File: src/rtl/bcd_pkg.sv
// Shared BCD definitions: digit width, largest legal digit value, the
// serial subtractor state encoding and a digit-validity helper.
package bcd_pkg;

    localparam int BCD_W   = 4;
    localparam int BCD_MAX = 9;

    // Serial subtractor sequencing states.
    typedef enum logic [1:0] {
        S_IDLE = 2'd0,
        S_SUB  = 2'd1,
        S_NEG  = 2'd2,
        S_DONE = 2'd3
    } state_t;

    // True when a 4-bit code is a legal decimal digit (0..9).
    function automatic logic digit_ok(input logic [BCD_W-1:0] dig);
        return dig <= BCD_W'(BCD_MAX);
    endfunction

endpackage

File: src/rtl/bcd_serial_sub_if.sv
// Operand/result bundle of the digit-serial BCD subtractor.
//
// Handshake: the requester drives a, b and raises start for one cycle while
// busy and done are both low (the subtractor is idle). The subtractor then
// runs, holds busy high, and finally raises done for exactly one cycle. diff,
// neg and invalid are valid from the done cycle until the next accepted start.
// start is ignored while busy or done is high; requests are never queued.
// state mirrors the internal sequencer for observation only.
interface bcd_serial_sub_if #(
    parameter int DIGITS = 4
);
    import bcd_pkg::*;

    logic                    start;
    logic [BCD_W*DIGITS-1:0] a;
    logic [BCD_W*DIGITS-1:0] b;
    logic                    busy;
    logic                    done;
    logic [BCD_W*DIGITS-1:0] diff;
    logic                    neg;
    logic                    invalid;
    state_t                  state;

    modport master (
        output start, a, b,
        input  busy, done, diff, neg, invalid, state
    );

    modport slave (
        input  start, a, b,
        output busy, done, diff, neg, invalid, state
    );

endinterface

File: src/rtl/bcd_digit_sub.sv
// One-digit BCD subtractor with borrow: d = x - y - bin, folded back into
// 0..9 by adding ten when the raw difference goes negative.
module bcd_digit_sub
    import bcd_pkg::*;
(
    input  logic [BCD_W-1:0] x,
    input  logic [BCD_W-1:0] y,
    input  logic             bin,
    output logic [BCD_W-1:0] d,
    output logic             bout
);

    localparam logic signed [BCD_W:0] TEN = (BCD_W+1)'(10);

    logic signed [BCD_W:0] raw;
    logic signed [BCD_W:0] adj;

    // Raw signed difference spans -10..9; negative values borrow from the
    // next digit and are corrected by +10.
    always_comb begin
        raw  = signed'({1'b0, x}) - signed'({1'b0, y}) - signed'({{BCD_W{1'b0}}, bin});
        adj  = raw + TEN;
        bout = raw[BCD_W];
        d    = bout ? adj[BCD_W-1:0] : raw[BCD_W-1:0];
    end

endmodule

File: src/rtl/bcd_serial_sub.sv
// Digit-serial multi-digit BCD subtractor with sign-magnitude result.
// One digit per clock, least-significant first. A negative raw result
// (final borrow out) triggers a second pass that ten's-complements the
// stored digits in place to recover the magnitude.
module bcd_serial_sub
    import bcd_pkg::*;
#(
    parameter int DIGITS = 4
)(
    input  logic             clk,
    input  logic             rst,
    bcd_serial_sub_if.slave  bus
);

    localparam int                W     = BCD_W * DIGITS;
    localparam int                IDX_W = $clog2(DIGITS) + 1;
    localparam logic [IDX_W-1:0]  LAST  = IDX_W'(DIGITS - 1);

    state_t           state;
    logic [W-1:0]     a_q;
    logic [W-1:0]     b_q;
    logic [W-1:0]     diff_q;
    logic [IDX_W-1:0] idx;
    logic             borrow;
    logic             busy_q;
    logic             done_q;
    logic             neg_q;
    logic             invalid_q;

    logic             ops_ok;
    logic [BCD_W-1:0] a_dig;
    logic [BCD_W-1:0] b_dig;
    logic [BCD_W-1:0] diff_dig;
    logic [BCD_W-1:0] sub_x;
    logic [BCD_W-1:0] sub_y;
    logic [BCD_W-1:0] sub_d;
    logic             sub_bout;

    // Screen the incoming operands; only meaningful on the start edge in IDLE.
    always_comb begin
        ops_ok = 1'b1;
        for (int k = 0; k < DIGITS; k++) begin
            if (!digit_ok(bus.a[k*BCD_W +: BCD_W]) || !digit_ok(bus.b[k*BCD_W +: BCD_W]))
                ops_ok = 1'b0;
        end
    end

    // Select the current digit and feed the shared digit subtractor:
    // SUB computes a_k - b_k, NEG computes 0 - diff_k.
    always_comb begin
        a_dig    = a_q[idx*BCD_W +: BCD_W];
        b_dig    = b_q[idx*BCD_W +: BCD_W];
        diff_dig = diff_q[idx*BCD_W +: BCD_W];
        sub_x    = (state == S_NEG) ? '0 : a_dig;
        sub_y    = (state == S_NEG) ? diff_dig : b_dig;
    end

    bcd_digit_sub u_digit (
        .x    (sub_x),
        .y    (sub_y),
        .bin  (borrow),
        .d    (sub_d),
        .bout (sub_bout)
    );

    // Sequencer, operand/result registers, borrow and digit index.
    always_ff @(posedge clk) begin
        if (rst) begin
            state     <= S_IDLE;
            a_q       <= '0;
            b_q       <= '0;
            diff_q    <= '0;
            idx       <= '0;
            borrow    <= 1'b0;
            busy_q    <= 1'b0;
            done_q    <= 1'b0;
            neg_q     <= 1'b0;
            invalid_q <= 1'b0;
        end else begin
            case (state)
                S_IDLE: begin
                    done_q <= 1'b0;
                    if (bus.start) begin
                        a_q    <= bus.a;
                        b_q    <= bus.b;
                        diff_q <= '0;
                        idx    <= '0;
                        borrow <= 1'b0;
                        neg_q  <= 1'b0;
                        if (ops_ok) begin
                            invalid_q <= 1'b0;
                            busy_q    <= 1'b1;
                            state     <= S_SUB;
                        end else begin
                            invalid_q <= 1'b1;
                            done_q    <= 1'b1;
                            state     <= S_DONE;
                        end
                    end
                end
                S_SUB: begin
                    diff_q[idx*BCD_W +: BCD_W] <= sub_d;
                    if (idx == LAST) begin
                        idx <= '0;
                        if (sub_bout) begin
                            // Raw result negative: start the complement pass.
                            borrow <= 1'b0;
                            state  <= S_NEG;
                        end else begin
                            borrow <= 1'b0;
                            busy_q <= 1'b0;
                            done_q <= 1'b1;
                            state  <= S_DONE;
                        end
                    end else begin
                        borrow <= sub_bout;
                        idx    <= idx + 1'b1;
                    end
                end
                S_NEG: begin
                    diff_q[idx*BCD_W +: BCD_W] <= sub_d;
                    if (idx == LAST) begin
                        idx    <= '0;
                        borrow <= 1'b0;
                        neg_q  <= 1'b1;
                        busy_q <= 1'b0;
                        done_q <= 1'b1;
                        state  <= S_DONE;
                    end else begin
                        borrow <= sub_bout;
                        idx    <= idx + 1'b1;
                    end
                end
                S_DONE: begin
                    done_q <= 1'b0;
                    state  <= S_IDLE;
                end
                default: begin
                    busy_q <= 1'b0;
                    done_q <= 1'b0;
                    state  <= S_IDLE;
                end
            endcase
        end
    end

    assign bus.busy    = busy_q;
    assign bus.done    = done_q;
    assign bus.diff    = diff_q;
    assign bus.neg     = neg_q;
    assign bus.invalid = invalid_q;
    assign bus.state   = state;

endmodule
File: src/flat_wrapper.sv
// flat-port wrapper written by rule: the top's interface ports become plain ports
module bcd_serial_sub_flat import bcd_pkg::*;
#(
    parameter int DIGITS = 4
)
  (clk, rst, bus_start, bus_a, bus_b, bus_busy, bus_done, bus_diff, bus_neg, bus_invalid, bus_state);
  bcd_serial_sub_if #(.DIGITS(DIGITS)) bus_i ();
  input  logic clk;
  input  logic rst;
  input wire logic [$bits(bus_i.start)-1:0] bus_start;
  input wire logic [$bits(bus_i.a)-1:0] bus_a;
  input wire logic [$bits(bus_i.b)-1:0] bus_b;
  output wire logic [$bits(bus_i.busy)-1:0] bus_busy;
  output wire logic [$bits(bus_i.done)-1:0] bus_done;
  output wire logic [$bits(bus_i.diff)-1:0] bus_diff;
  output wire logic [$bits(bus_i.neg)-1:0] bus_neg;
  output wire logic [$bits(bus_i.invalid)-1:0] bus_invalid;
  output wire logic [$bits(bus_i.state)-1:0] bus_state;
  assign bus_i.start = bus_start;
  assign bus_i.a = bus_a;
  assign bus_i.b = bus_b;
  assign bus_busy = bus_i.busy;
  assign bus_done = bus_i.done;
  assign bus_diff = bus_i.diff;
  assign bus_neg = bus_i.neg;
  assign bus_invalid = bus_i.invalid;
  assign bus_state = bus_i.state;
  bcd_serial_sub #(.DIGITS(DIGITS)) u_core (.clk(clk), .rst(rst), .bus(bus_i));
endmodule
File: config.mk
export PLATFORM = sky130hd
export DESIGN_NAME = bcd_serial_sub_flat
export DESIGN_NICKNAME = d
export VERILOG_FILES = /design/src/rtl/bcd_pkg.sv /design/src/rtl/bcd_serial_sub_if.sv /design/src/rtl/bcd_digit_sub.sv /design/src/rtl/bcd_serial_sub.sv /design/src/flat_wrapper.sv
export SDC_FILE = /design/constraint.sdc
export NUM_CORES = 1
export LEC_CHECK = 0
export ABC_CLOCK_PERIOD_IN_PS = 3600
export CAP_MARGIN = 20
export CORE_MARGIN = 4
export CORE_UTILIZATION = 35
export CTS_BUF_LIST = sky130_fd_sc_hd__clkbuf_16
export CTS_CLUSTER_SIZE = 25
export DETAILED_ROUTE_END_ITERATION = 12
export GPL_TIMING_DRIVEN = 0
export SYNTH_ARGS = -nofsm -noshare
export SYNTH_HDL_FRONTEND = slang
export SYNTH_SLANG_ARGS = --single-unit
File: constraint.sdc
create_clock -name clk -period 3.6 [get_ports clk]
set_input_delay 0.9 -clock clk [delete_from_list [all_inputs] [get_ports clk]]
set_output_delay 0.9 -clock clk [all_outputs]
set_load 0.005 [all_outputs]
==> results.toml <==
[global_routing]
grt_pass1_wl_mm = 13.6
grt_max_degree = 11
gr-total-overflow = 0
grt_pass1_vias = 2689
grt_use_total_pct = 17.4
antenna_found_initial = 0

[sta]
max_freq_mhz = 291
slew_viol_final = 0
final.min_clock_period_ps = 3430
relSlewSlack_pct = 55.1
skew_ps = 3.96
setup_viol = 0
finalWorstSetupSlack_ps = 167
rsz0062_at_grt = "false"
worst_pin_slew_ps = 669
hold_viol_final = 0
fin_crit_sh_pct = 95.4

[placed_design]
place_inst = 513
gp_congestion = 0.825
dp_slack_ps = -400
port-buffer-count = 55
dpl.hpwl_mm = 6.52

[synth]
synthTopCellsByCount = "nand2_1, dfxtp_1, a21oi_1, nor2_1, clkbuf_1"
syn_area_sq_um = 3010
synth_ff_type = "dfxtp_1"
ys_seq_elements = 58
ys_seq_area_share_pct = 38.6
netlist.area_leader.share_pct = 38.6
synth_nets = 403
synth-async-reset-ratio_pct = 0
syn_area_per_cell_sq_um = 8.53
synth.top_cells.by_area = "dfxtp_1, nand2_1, a21oi_1, mux4_2, ha_1"
post-synth-top-count-cell = "nand2_1"
yosys_warnings = 0
synth_cell_types = 47
yosysTopAreaCell = "dfxtp_1"
synth_edf_count = 0
syn_inst = 353

[detailed_routing]
drt_iter0_drc = 150
viasPerCell = 5.16
wl_mm = 8.46
drcViolationCount = 0
dr_total_vias = 2739
wl_per_cell_um = 15.9
postRouteAntennaNets = 0
dr.pass1.iters = 5

[final_layout]
fin_cells = 531
diodes = 0
fin_nets = 471
syn2layout_area_growth_pct = 35.0
drive_gt1_share_pct = 10.6
fill_cells = 793

[floorplanning]
floorplan.rows = 33
dieHeight_um = 101
io_pins = 57
start_util_pct = 36.3
dieArea_sq_um = 10200
die_w_um = 101
coreArea_sq_um = 8300

[flow_run]
cap_violations = 0

[cts]
clock-sinks = 58
cts_buffers = 9
root_buffer = "clkbuf_16"
holdBufCountCts = 0
clockBufferDepth = 2
htree_levels = 3
insertion_delay_ps = 320
cts_tree = "yes"
clkTransAtPathRegs_ps = 50

[worst_setup_path]
arrival_ps = 3650
path_buf_inv = 2
slowest_delay_ps = 500
crit_path_end_kind = "flip-flop"
crit_chain = "buf_6, buf_8, mux4_2, and2_1, fa_2, fa_2, nand2b_1, a2111oi_1, nor3_1, nand4b_1, mux2_2"
crit_top_cell = "fa_2"
crit_slowest_cell = "mux4_2"
critPathKind = "reg2reg"
crit_required_ps = 3810
cp_top_family = "multiplexers"
startpoint_type = "flip-flop"
cp_max_fo = 10

[pwr]
vdd_drop_max_mv = 0.284
p_per_area_nw_per_um2 = 884
p_leak_nw = 1.48

[run_status]
outcome = "finished clean"

[hold_path]
hold_path_class = "reg2reg"
-- flip-flops by register name, summed over array words and instances (netlist names) --
name                flops
u_core.bus.done         1
u_core.borrow           1
u_core.bus.neg          1
u_core.idx              3
u_core.b_q             16
u_core.bus.busy         1
u_core.bus.diff        16
u_core.a_q             16
u_core.bus.state        2
u_core.bus.invalid      1
-- final cells by class --
class,instances,area [sq um],share of cell area (%)
Multi-Input combinational cell,260,1770,43.4
Inverter,15,56.3,1.38
Clock inverter,7,61.3,1.51
Sequential cell,58,1160,28.6
Buffer,20,97.6,2.40
Clock buffer,9,225,5.54
Timing Repair Buffer,57,566,13.9
Tap cell,105,131,3.23
-- repair_timing --
item,in CTS,in global routing
gates cloned,0,0
buffers inserted,2,0
endpoints found under the setup margin,16,12
endpoints found under the hold margin,0,0
pin swaps,2,3
resized for setup,13,7
-- power breakdown --
part | total, mW | switching [mW] | internal [mW]
Clock | 0.815 | 0.288 | 0.527
Sequential | 0.842 | 0.0840 | 0.758
Combinational | 1.94 | 1.06 | 0.877
Total | 3.60 | 1.43 | 2.16
-- cells in the final DEF (no fill, tap or decap), drive strengths merged, types with 3 or more instances in the layout --
cell,synthesis,routed
mux4,12,12
dfxtp,58,58
and2,3,3
nand2b,5,5
clkdlybuf4s50,0,55
o21ai,14,14
o2bb2ai,10,10
nand4,3,3
a21oi,45,45
xor2,4,4
inv,15,16
nand2,88,88
clkbuf,18,26
nor2b,5,5
nor2,23,23
ha,13,13
clkinv,0,5
nor3,4,4
buf,2,5
-- layer usage --
layer	track usage (%)	wire, um	vias up
met4	6.74	159	0
met3	3.39	351	13
met2	29.3	4140	56
met1	21.9	3810	1308
li1	-	-	1362
met5	0	0	-
-- final timing paths --
kind	from	to	slack, ps	depth (start not counted)
setup / recovery	u_core.idx[0]$_SDFFE_PP0P_	u_core.bus.busy$_SDFFE_PP0P_	170	11
hold / removal	u_core.a_q[5]$_SDFFE_PP0P_	u_core.a_q[5]$_SDFFE_PP0P_	450	2
hold reg to reg	u_core.a_q[5]$_SDFFE_PP0P_	u_core.a_q[5]$_SDFFE_PP0P_	450	2
setup reg to reg	u_core.idx[0]$_SDFFE_PP0P_	u_core.bus.busy$_SDFFE_PP0P_	170	11
-- tightest hold or removal path: cells and delay by family (launching register included) --
family	cells	cell delay, ps
and+or+nand+nor	1	50
AOI/OAI and AO/OA	1	50
DFF	1	300
-- metrics by stage --
stage / hold slack (ps) / total power [mW] / area, sq um / utilization (%) / setup TNS [ps]
floorplan: 432 / 2.03 / 3010 / - / 0
global placement: 442 / 2.49 / 3690 / 44.5 / -3850
detailed placement: 447 / 2.50 / 3690 / 44.5 / -3870
CTS: 454 / 3.58 / 4050 / 48.7 / 0
global route: 472 / 3.88 / 4070 / 49.0 / 0
finish: 452 / 3.60 / 4070 / 49.0 / 0
-- logic make-up after synthesis --
family | synth area share (%)
AO/OA/AOI/OAI | 17.1
XOR/XNOR | 1.99
adder cells (fa/ha/maj) | 6.73
buffers and inverters | 4.65
flip-flops | 38.6
multiplexers | 10.4
AND/OR/NAND/NOR | 20.6
(Power assumes the default switching activity.)
